$ cat src/rtl/fifo_stream_reader.sv
// fifo_stream_reader: client-side read engine for the FIFO interface.
// It issues ren, captures dout one cycle later into a 2-entry buffer, and
// presents the buffer head as a first-word-fall-through valid/ready stream.
// An enable/idle pair controls fetching. A wrapping counter tracks
// completed handshakes.
module fifo_stream_reader #(
    parameter int dw = 32,
    parameter int cw = 16
) (
    input  logic          clk,
    input  logic          rst,
    input  logic [dw-1:0] dout,
    input  logic          empty,
    output logic          ren,
    input  logic          en,
    output logic [dw-1:0] m_data,
    output logic          m_valid,
    input  logic          m_ready,
    output logic          idle,
    output logic [cw-1:0] xfer_cnt
);

    typedef enum logic [1:0] {
        S_IDLE  = 2'd0,
        S_RUN   = 2'd1,
        S_DRAIN = 2'd2
    } state_t;

    state_t        state_q, state_d;
    logic [1:0]    occ_q, occ_d;            // buffer occupancy, 0..2
    logic          inflight_q, inflight_d;  // ren was issued last cycle
    logic [dw-1:0] buf0_q, buf0_d;          // head slot
    logic [dw-1:0] buf1_q, buf1_d;          // second slot
    logic          idle_q, idle_d;
    logic [cw-1:0] xfer_cnt_q, xfer_cnt_d;

    logic          fetch;
    logic          pop;
    logic [2:0]    pending;   // words held after this cycle's capture and pop
    logic [1:0]    tail_idx;  // slot written by an arriving word

    assign m_valid  = (occ_q != 2'd0);
    assign m_data   = buf0_q;
    assign idle     = idle_q;
    assign xfer_cnt = xfer_cnt_q;

    assign fetch    = (state_q == S_RUN);
    assign pop      = m_valid & m_ready;
    // The arriving in-flight word counts against capacity in the same cycle.
    assign pending  = {1'b0, occ_q} + {2'b00, inflight_q} - {2'b00, pop};
    assign tail_idx = occ_q - {1'b0, pop};
    assign ren      = fetch & ~empty & (pending < 3'd2);

    // Next-state logic: en has priority over drain completion.
    always_comb begin
        // NOTE: every always_comb output gets a default first so no path leaves it unassigned (no latch).
        state_d = state_q;
        unique case (state_q)
            S_IDLE:  if (en) state_d = S_RUN;
            S_RUN:   if (!en) state_d = S_DRAIN;
            S_DRAIN: begin
                if (en) begin
                    state_d = S_RUN;
                end else if (!inflight_q && (occ_q == 2'd0)) begin
                    state_d = S_IDLE;
                end
            end
            default: state_d = S_IDLE;
        endcase
        idle_d = (state_d == S_IDLE);
    end

    // Buffer, occupancy and handshake counter update.
    always_comb begin
        buf0_d     = buf0_q;
        buf1_d     = buf1_q;
        occ_d      = pending[1:0];
        inflight_d = ren;
        xfer_cnt_d = xfer_cnt_q + {{(cw-1){1'b0}}, pop};
        // A pop shifts the second slot into the head.
        if (pop) begin
            buf0_d = buf1_q;
        end
        // The returning word lands behind whatever survives this cycle's pop.
        if (inflight_q) begin
            if (tail_idx == 2'd0) begin
                buf0_d = dout;
            end else begin
                buf1_d = dout;
            end
        end
    end

    // State registers with asynchronous reset; reset discards buffered and in-flight words.
    always_ff @(posedge clk or posedge rst) begin
        if (rst) begin
            state_q    <= S_IDLE;
            occ_q      <= 2'd0;
            inflight_q <= 1'b0;
            // NOTE: the data slots are reset because the head slot drives m_data directly.
            buf0_q     <= '0;
            buf1_q     <= '0;
            idle_q     <= 1'b1;
            xfer_cnt_q <= '0;
        end else begin
            // NOTE: non-blocking assignments so every flop samples pre-edge values.
            state_q    <= state_d;
            occ_q      <= occ_d;
            inflight_q <= inflight_d;
            buf0_q     <= buf0_d;
            buf1_q     <= buf1_d;
            idle_q     <= idle_d;
            xfer_cnt_q <= xfer_cnt_d;
        end
    end

endmodule
$ cat config.mk
export PLATFORM = sky130hd
export DESIGN_NAME = fifo_stream_reader
export DESIGN_NICKNAME = d
export VERILOG_FILES = /design/src/rtl/fifo_stream_reader.sv
export SDC_FILE = /design/constraint.sdc
export NUM_CORES = 1
export LEC_CHECK = 0
export CAP_MARGIN = 10
export CORE_ASPECT_RATIO = 0.5
export CORE_MARGIN = 4
export CORE_UTILIZATION = 27
export CTS_CLUSTER_SIZE = 12
export DETAILED_ROUTE_END_ITERATION = 16
export GPL_TIMING_DRIVEN = 0
export HOLD_SLACK_MARGIN = 0.06
export REMOVE_ABC_BUFFERS = 1
export SETUP_SLACK_MARGIN = 0.15
export SYNTH_ARGS = -nofsm -noshare
export SYNTH_HDL_FRONTEND = slang
export SYNTH_SLANG_ARGS = --single-unit
export TNS_END_PERCENT = 10
$ cat constraint.sdc
create_clock -name clk -period 2.67 [get_ports clk]
set_input_delay 0.534 -clock clk [delete_from_list [all_inputs] [get_ports clk]]
set_output_delay 0.534 -clock clk [all_outputs]
set_load 0.005 [all_outputs]
==> summary.md, run 1 <==
| Metric | Value |
|---|---|
| Effective utilization at floorplan | 0.285 |
| Final TNS setup | -0.129 ns |
| Skew-Pair Late Insertion Delay | about 0.34 ns |
| Final HPWL from detailed placement | 5480 um |
| RSZ-0062 raised after global routing | true |
| Relative contribution of the clock network to total power | 0.235 |
| Final setup vio count | 1 |
| CTS H-tree lvls | 3 |
| Post-Syn Instances | roughly 250 |
| Count of hold buffers inserted by post-cts repair | 0 |
| Die Area | 15,800 um2 |
| Cell-internal power | 3.96 mW |
| Port-buffer cells | 87 |
| Clock-pin slew reported for the worst setup and hold paths after clock tree synthesis | 0.06 ns |
| Leading cell type in the layout, fill and taps excluded | sky130_fd_sc_hd__clkdlybuf4s50_1 |
| Overflow left after global routing | 0 |
| Violations in the final reports | negative setup slack |
| Total global-route track usage | 0.107 |
| Vert. Die Dim | 90.9 um |
| Count of inserted antenna diode cells | 0 |
| Number of max-slew violations in the final report | 0 |
| TritonCTS clock tree | yes |
| Arrival @ worst endpoint | ~2.3 ns |
| Leading area contributor after synthesis | sky130_fd_sc_hd__dfrtp_1 |
| Final #Nets | 395 |
| Synth area leaders | sky130_fd_sc_hd__dfrtp_1 (57%), sky130_fd_sc_hd__mux2_2 (20%), sky130_fd_sc_hd__mux2_1 (9.4%), sky130_fd_sc_hd__xor2_1 (2.4%), sky130_fd_sc_hd__buf_2 (1.2%) |
| Placer congestion estimate | a little over 0.7 |
| Fraction of final layout cells sized beyond drive strength 1 | 0.295 |
| Type of element capturing the critical path | primary output |
| Area of the core | approximately 13,000 um2 |
| Sw Share | 0.272 |
| Final-layout worst hold slack | 0.480 ns |
| Leakage | 2.28 nW |
| Width of the die | 174 um |
| Number of distinct library cells after synthesis | 27 |
| Aggregate routed wire length | 8020 um |
| Register area | about 2200 um2 |
| Crit path required time | 2.14 ns |
| Drt first-iter violations | 76 |
| Final routed DRC violation total | 0 |
| Final clock period utilization by the worst path | 1.05 |
| Total number of yosys warnings | 0 |
| Number of antenna violations at the first check in global routing | 0 |
| Number of fill cells in the layout | 1,222 |
| Synthesis-stage register bit count | 86 |
| Largest fanout of any net on the critical path | 2 |
| Total placed cells including tap cells | 507 |
| Total power divided by cell area | between 1000 and 1500 nW/um2 |
| First-pass GRT wire length | roughly 14,000 um |
| Measured slew at the worst slew-check pin | 0.744 ns |
| Timing-limited maximum frequency | 357 MHz |
| CTS root buffer | sky130_fd_sc_hd__clkbuf_16 |
| Largest net degree at the start of global routing | 65 |
| Count of clock tree sinks | 86 |
| Status | finished, violations left |
| Total iterations of the first detailed-routing run | 4 |
| Minimum clock period | 2.80 ns |
| Post-Syn Area per Cell | 14.6 um2 |
| Vias/cell | 4.37 |
| Core occupancy in the finished layout | 0.403 |
| Sequential cell area fraction in the yosys report | 0.581 |
| Row count | 29 |
| Psw | between 1 and 1.5 mW |
| Netlist Area Pre-Place | approximately 3700 um2 |
| Layout Skew | 0.0106 ns |
| Comb power frac | 0.369 |
| P&R area growth vs syn | 41.4% |
| Total via count in the routed design | roughly 2,300 |
| Slew headroom | 0.502 |
| Flop pwr share | 0.395 |
| Number of top-level design ports | 88 |
| Kind of launch point of the worst setup path | flop |
| Number of non-filler instances in the completed layout | around 530 |
| IR drop worst, VDD | 0.356 mV |
| Hold Violations, Final | 0 |
| Clock buffer depth | 2 |
| Worst-case setup margin in the final layout | -0.129 ns |
| Area of combinational cells with multiple inputs | 1530 um2 |
| Via count of the first global-routing pass | ~2,600 |
| Type of the most critical hold path | reg2reg |
| Number of buffers created by CTS | 9 |
| Worst Setup Path Type | reg2out |
| Portion of synthesized cell area occupied by the leading cell type | 0.574 |
| Post-route ant nets | 0 |
| Worst setup slack after placement | -1.05 ns |
| # Max-Cap Violations | 0 |
| Most frequent cells in the layout | sky130_fd_sc_hd__clkdlybuf4s50_1 (85), sky130_fd_sc_hd__dfrtp_1 (83), sky130_fd_sc_hd__mux2_2 (65) |
| Routed length per instance | 15.2 um |
power by group through the flow:
stage / clock (mW) / sequential (mW) / combinational (mW)
after floorplan: 0 / 2.15 / 1.02
after detailed placement: 0 / 2.20 / 1.94
after global routing: 1.41 / 2.23 / 2.21
after global placement: 0 / 2.18 / 1.86
final: 1.28 / 2.15 / 2.01
after CTS: 1.33 / 2.17 / 2.03
registers in the layout, indices dropped and copies added (netlist names):
signal,count
buf1_q,32
m_data,32
xfer_cnt,16
occ_q,2
state_q,2
idle,1
inflight_q,1
cells by family after synthesis:
group / after synthesis / synth area share
xor gates and xnor gates: 15 / 0.0354
AOI/OAI and AO/OA: 5 / 0.00843
muxes: 96 / 0.292
DFF: 86 / 0.581
adders and majority gates: 4 / 0.0155
and+or+nand+nor: 34 / 0.0510
buffers and inverters: 14 / 0.0172
cell type report:
type,count,area share
tap,170,0.0406
multi-input combinational,154,0.292
clock buffer,10,0.0456
inverter,5,0.00406
timing repair buffer,98,0.193
sequential,86,0.411
clock inverter,6,0.0131
worst max-delay path, stage by stage, from the launching register on:
cell	delay, ns
sky130_fd_sc_hd__dfrtp_2	0.43
sky130_fd_sc_hd__o21ai_4	0.17
sky130_fd_sc_hd__or2_4	0.15
sky130_fd_sc_hd__nand2_2	0.06
sky130_fd_sc_hd__ha_4	0.15
sky130_fd_sc_hd__fa_1	0.48
sky130_fd_sc_hd__nor4_2	0.33
sky130_fd_sc_hd__buf_2	0.17
metrics by stage:
step	power [mW]	area (um2)
floorplan	3.17	3660
global placement	4.04	4750
CTS	5.53	5230
global route	5.85	5240
detailed placement	4.14	4860
finish	5.44	5240
routing by layer:
layer  track usage  part of all wire  up-vias
met2         0.189              0.53       31
met4        0.0382             0.011        0
met1         0.127              0.44     1176
met3        0.0259             0.022        8
met5             0                 0        -
li1              -                 -     1096
repair_timing:
action	4_1_cts	5_1_grt
endpoints found under the hold margin	0	0
setup buffers	6	0
gates cloned	0	0
pin swaps	4	6
endpoints found under the setup margin	1	1
resized for setup	12	3
final timing paths:
path | start | to | slack (ns) | depth (start not counted)
hold reg to reg | xfer_cnt[15] | xfer_cnt[15] | 0.48 | 1
setup reg to reg | occ_q[0] | m_data[17] | 0.42 | 6
min in group asynchronous | rst | xfer_cnt[1] | 0.52 | 2
setup / recovery | occ_q[1] | ren | -0.13 | 7
max in group asynchronous | rst | idle | 1.50 | 3
hold / removal | xfer_cnt[15] | xfer_cnt[15] | 0.48 | 1
synth_stat cells:
| library cell | count |
|---|---|
| sky130_fd_sc_hd__a21boi_0 | 1 |
| sky130_fd_sc_hd__a21oi_1 | 1 |
| sky130_fd_sc_hd__and3b_1 | 1 |
| sky130_fd_sc_hd__buf_2 | 9 |
| sky130_fd_sc_hd__dfrtp_1 | 85 |
| sky130_fd_sc_hd__dfstp_2 | 1 |
| sky130_fd_sc_hd__fa_1 | 1 |
| sky130_fd_sc_hd__ha_1 | 3 |
| sky130_fd_sc_hd__inv_1 | 5 |
| sky130_fd_sc_hd__mux2_1 | 31 |
| sky130_fd_sc_hd__mux2_2 | 65 |
| sky130_fd_sc_hd__nand2_1 | 6 |
| sky130_fd_sc_hd__nand2b_1 | 1 |
| sky130_fd_sc_hd__nand3_1 | 6 |
| sky130_fd_sc_hd__nand3b_1 | 1 |
| sky130_fd_sc_hd__nand4_1 | 2 |
| sky130_fd_sc_hd__nand4_2 | 1 |
| sky130_fd_sc_hd__nor2_1 | 3 |
| sky130_fd_sc_hd__nor2b_1 | 2 |
| sky130_fd_sc_hd__nor3_1 | 3 |
| sky130_fd_sc_hd__nor4_1 | 6 |
| sky130_fd_sc_hd__o21ai_0 | 1 |
| sky130_fd_sc_hd__o21ai_1 | 1 |
| sky130_fd_sc_hd__o21ai_2 | 1 |
| sky130_fd_sc_hd__or2_2 | 2 |
| sky130_fd_sc_hd__xnor2_1 | 5 |
| sky130_fd_sc_hd__xor2_1 | 10 |
Power figures use the tool's default switching activity.
==> run 2: changes to the inputs <==
MAX_ROUTING_LAYER = met4   (was not set)
==> summary.md, run 2 (synthesis results as in run 1) <==
| Metric | Value |
|---|---|
| Drt first-iter violations | 71 |
| Final design instance area without fill | 5240 um2 |
| First-pass GRT wire length | 13,700 um |
| Effective utilization at floorplan | 0.285 |
| List of cells traversed by the critical path | o21ai_4 > or2_4 > nand2_2 > ha_4 > fa_1 > nor4_2 > buf_2 |
| Sw Share | 0.272 |
| Final HPWL from detailed placement | about 5500 um |
| Leading cell type in the layout, fill and taps excluded | sky130_fd_sc_hd__clkdlybuf4s50_1 |
| Row count | 29 |
| Register area | 2160 um2 |
| Via count of the first global-routing pass | 2,590 |
| Vias/cell | 4.36 |
| Total global-route track usage | 0.110 |
| Clock-pin slew reported for the worst setup and hold paths after clock tree synthesis | about 0.060 ns |
| Count of inserted antenna diode cells | 0 |
| Minimum clock period | between 2 and 3 ns |
| Violations in the final reports | negative setup slack |
| RSZ-0062 raised after global routing | true |
| Overflow left after global routing | 0 |
| Status | finished, violations left |
| Width of the die | 174 um |
| Bufs and invs on worst path | 1 |
| TritonCTS clock tree | yes |
| Leakage | 2.28 nW |
| CTS root buffer | sky130_fd_sc_hd__clkbuf_16 |
| Crit path required time | between 2 and 2.5 ns |
| Area of the core | 13,000 um2 |
| Number of antenna violations at the first check in global routing | 0 |
| P&R area growth vs syn | 41.4% |
| Psw | 1.48 mW |
| Total iterations of the first detailed-routing run | 4 |
| Worst setup slack after placement | -1.05 ns |
| # Max-Cap Violations | 0 |
| Crit path max-delay cell type | sky130_fd_sc_hd__fa_1 |
| Largest net degree at the start of global routing | between 60 and 70 |
| Slew headroom | 0.502 |
| Routed length per instance | approximately 15 um |
| Number of top-level design ports | 88 |
| Cell-internal power | approximately 4.0 mW |
| Relative contribution of the clock network to total power | 0.236 |
| Number of buffers created by CTS | 9 |
| Placer congestion estimate | 0.719 |
| IR drop worst, VDD | 0.356 mV |
| Number of max-slew violations in the final report | 0 |
| Core occupancy in the finished layout | 0.403 |
| Aggregate routed wire length | roughly 8100 um |
| CTS H-tree lvls | 3 |
| Final #Nets | around 400 |
| Power Total | 5.44 mW |
| Crit path largest cell delay | 0.48 ns |
| Clock buffer depth | 2 |
| Arrival @ worst endpoint | 2.27 ns |
| Final clock period utilization by the worst path | 1.05 |
| Type of element capturing the critical path | primary output |
| Vert. Die Dim | 90.9 um |
| Total power divided by cell area | 1040 nW/um2 |
| Final setup vio count | 1 |
| Port-buffer cells | 87 |
| Layout Skew | 0.0127 ns |
| Timing-limited maximum frequency | between 300 and 400 MHz |
| Measured slew at the worst slew-check pin | 0.744 ns |
| Count of clock tree sinks | 86 |
| Type of the most critical hold path | reg2reg |
| Largest fanout of any net on the critical path | 2 |
| Die Area | ~16,000 um2 |
| Hold Violations, Final | 0 |
| Placement-stage cell area | 4860 um2 |
| Kind of launch point of the worst setup path | flop |
| Final routed DRC violation total | 0 |
| Worst-case setup margin in the final layout | -0.133 ns |
| Number of fill cells in the layout | 1,222 |
| Flop pwr share | 0.395 |
| Skew-Pair Late Insertion Delay | 0.34 ns |
| Fraction of final layout cells sized beyond drive strength 1 | 0.295 |
| Final-layout worst hold slack | 0.480 ns |
| Worst Setup Path Type | reg2out |
| Area of combinational cells with multiple inputs | 1530 um2 |
| Total via count in the routed design | 2,309 |
| Top delay family on crit path | adder cells |
| Most frequent cells in the layout | sky130_fd_sc_hd__clkdlybuf4s50_1 (85), sky130_fd_sc_hd__dfrtp_1 (83), sky130_fd_sc_hd__mux2_2 (65) |
| Comb power frac | 0.369 |
| Post-route ant nets | 0 |
==> run 2: cell counts in the layout (fill, tap and decap cells not counted) <==
No cell type changed its count.
==> run 2: what timing repair did <==
action,in CTS,in global routing
buffers inserted,6,0
pin swaps,4,6
endpoints found under the setup margin,1,1
resized for setup,12,3
hold buffers,0,0
==> run 2: path summary, 6_finish.rpt <==
kind,from,to,slack [ns],depth (start not counted)
min in group asynchronous,rst,xfer_cnt[2],0.51,2
worst min-delay path,xfer_cnt[15],xfer_cnt[15],0.48,1
worst max-delay path,occ_q[1],ren,-0.13,7
worst min register to register,xfer_cnt[15],xfer_cnt[15],0.48,1
worst max register to register,occ_q[0],m_data[10],0.42,6
max in group asynchronous,rst,idle,1.50,3
==> run 2: layout make-up <==
class	instances	area share
clock buffers	10	0.0456
clock inverters	6	0.0131
inverters	5	0.00406
multi-input cells	154	0.292
flip-flops and latches	86	0.411
well taps	170	0.0406
repair buffers	98	0.193
==> run 2: power by group through the flow <==
stage	Combinational (mW)	Clock [mW]	Sequential [mW]
6_report	2.01	1.28	2.15
5_1_grt	2.21	1.41	2.23
4_1_cts	2.03	1.33	2.17
3_5_place_dp	1.94	0	2.20
3_3_place_gp	1.86	0	2.18
2_1_floorplan	1.02	0	2.15
==> run 2: metrics by stage <==
stage | setup TNS, ns | cells
final | -0.133 | 529
after global routing | -0.213 | 529
after CTS | -0.137 | 529
after detailed placement | -2.10 | 507
after global placement | -220.81 | 502
after floorplan | -7.89 | 245
==> run 2: routing by layer <==
| metal | GRT usage | up-vias | share of wire | wire (um) |
|---|---|---|---|---|
| met5 | - | - | 0 | 0 |
| met2 | 0.190 | 27 | 0.52 | 4210 |
| met4 | 0.0382 | 0 | 0.014 | 109 |
| li1 | - | 1096 | - | - |
| met1 | 0.127 | 1174 | 0.44 | 3560 |
| met3 | 0.0272 | 12 | 0.023 | 184 |
==> run 2: worst register-to-register path, cell delays in order (launching register included) <==
cell and delay (ns):
sky130_fd_sc_hd__dfrtp_1 0.40, sky130_fd_sc_hd__buf_4 0.16, sky130_fd_sc_hd__nor2b_1 0.16, sky130_fd_sc_hd__nand3b_1 0.60, sky130_fd_sc_hd__buf_8 0.38, sky130_fd_sc_hd__buf_8 0.16, sky130_fd_sc_hd__mux2_2 0.28
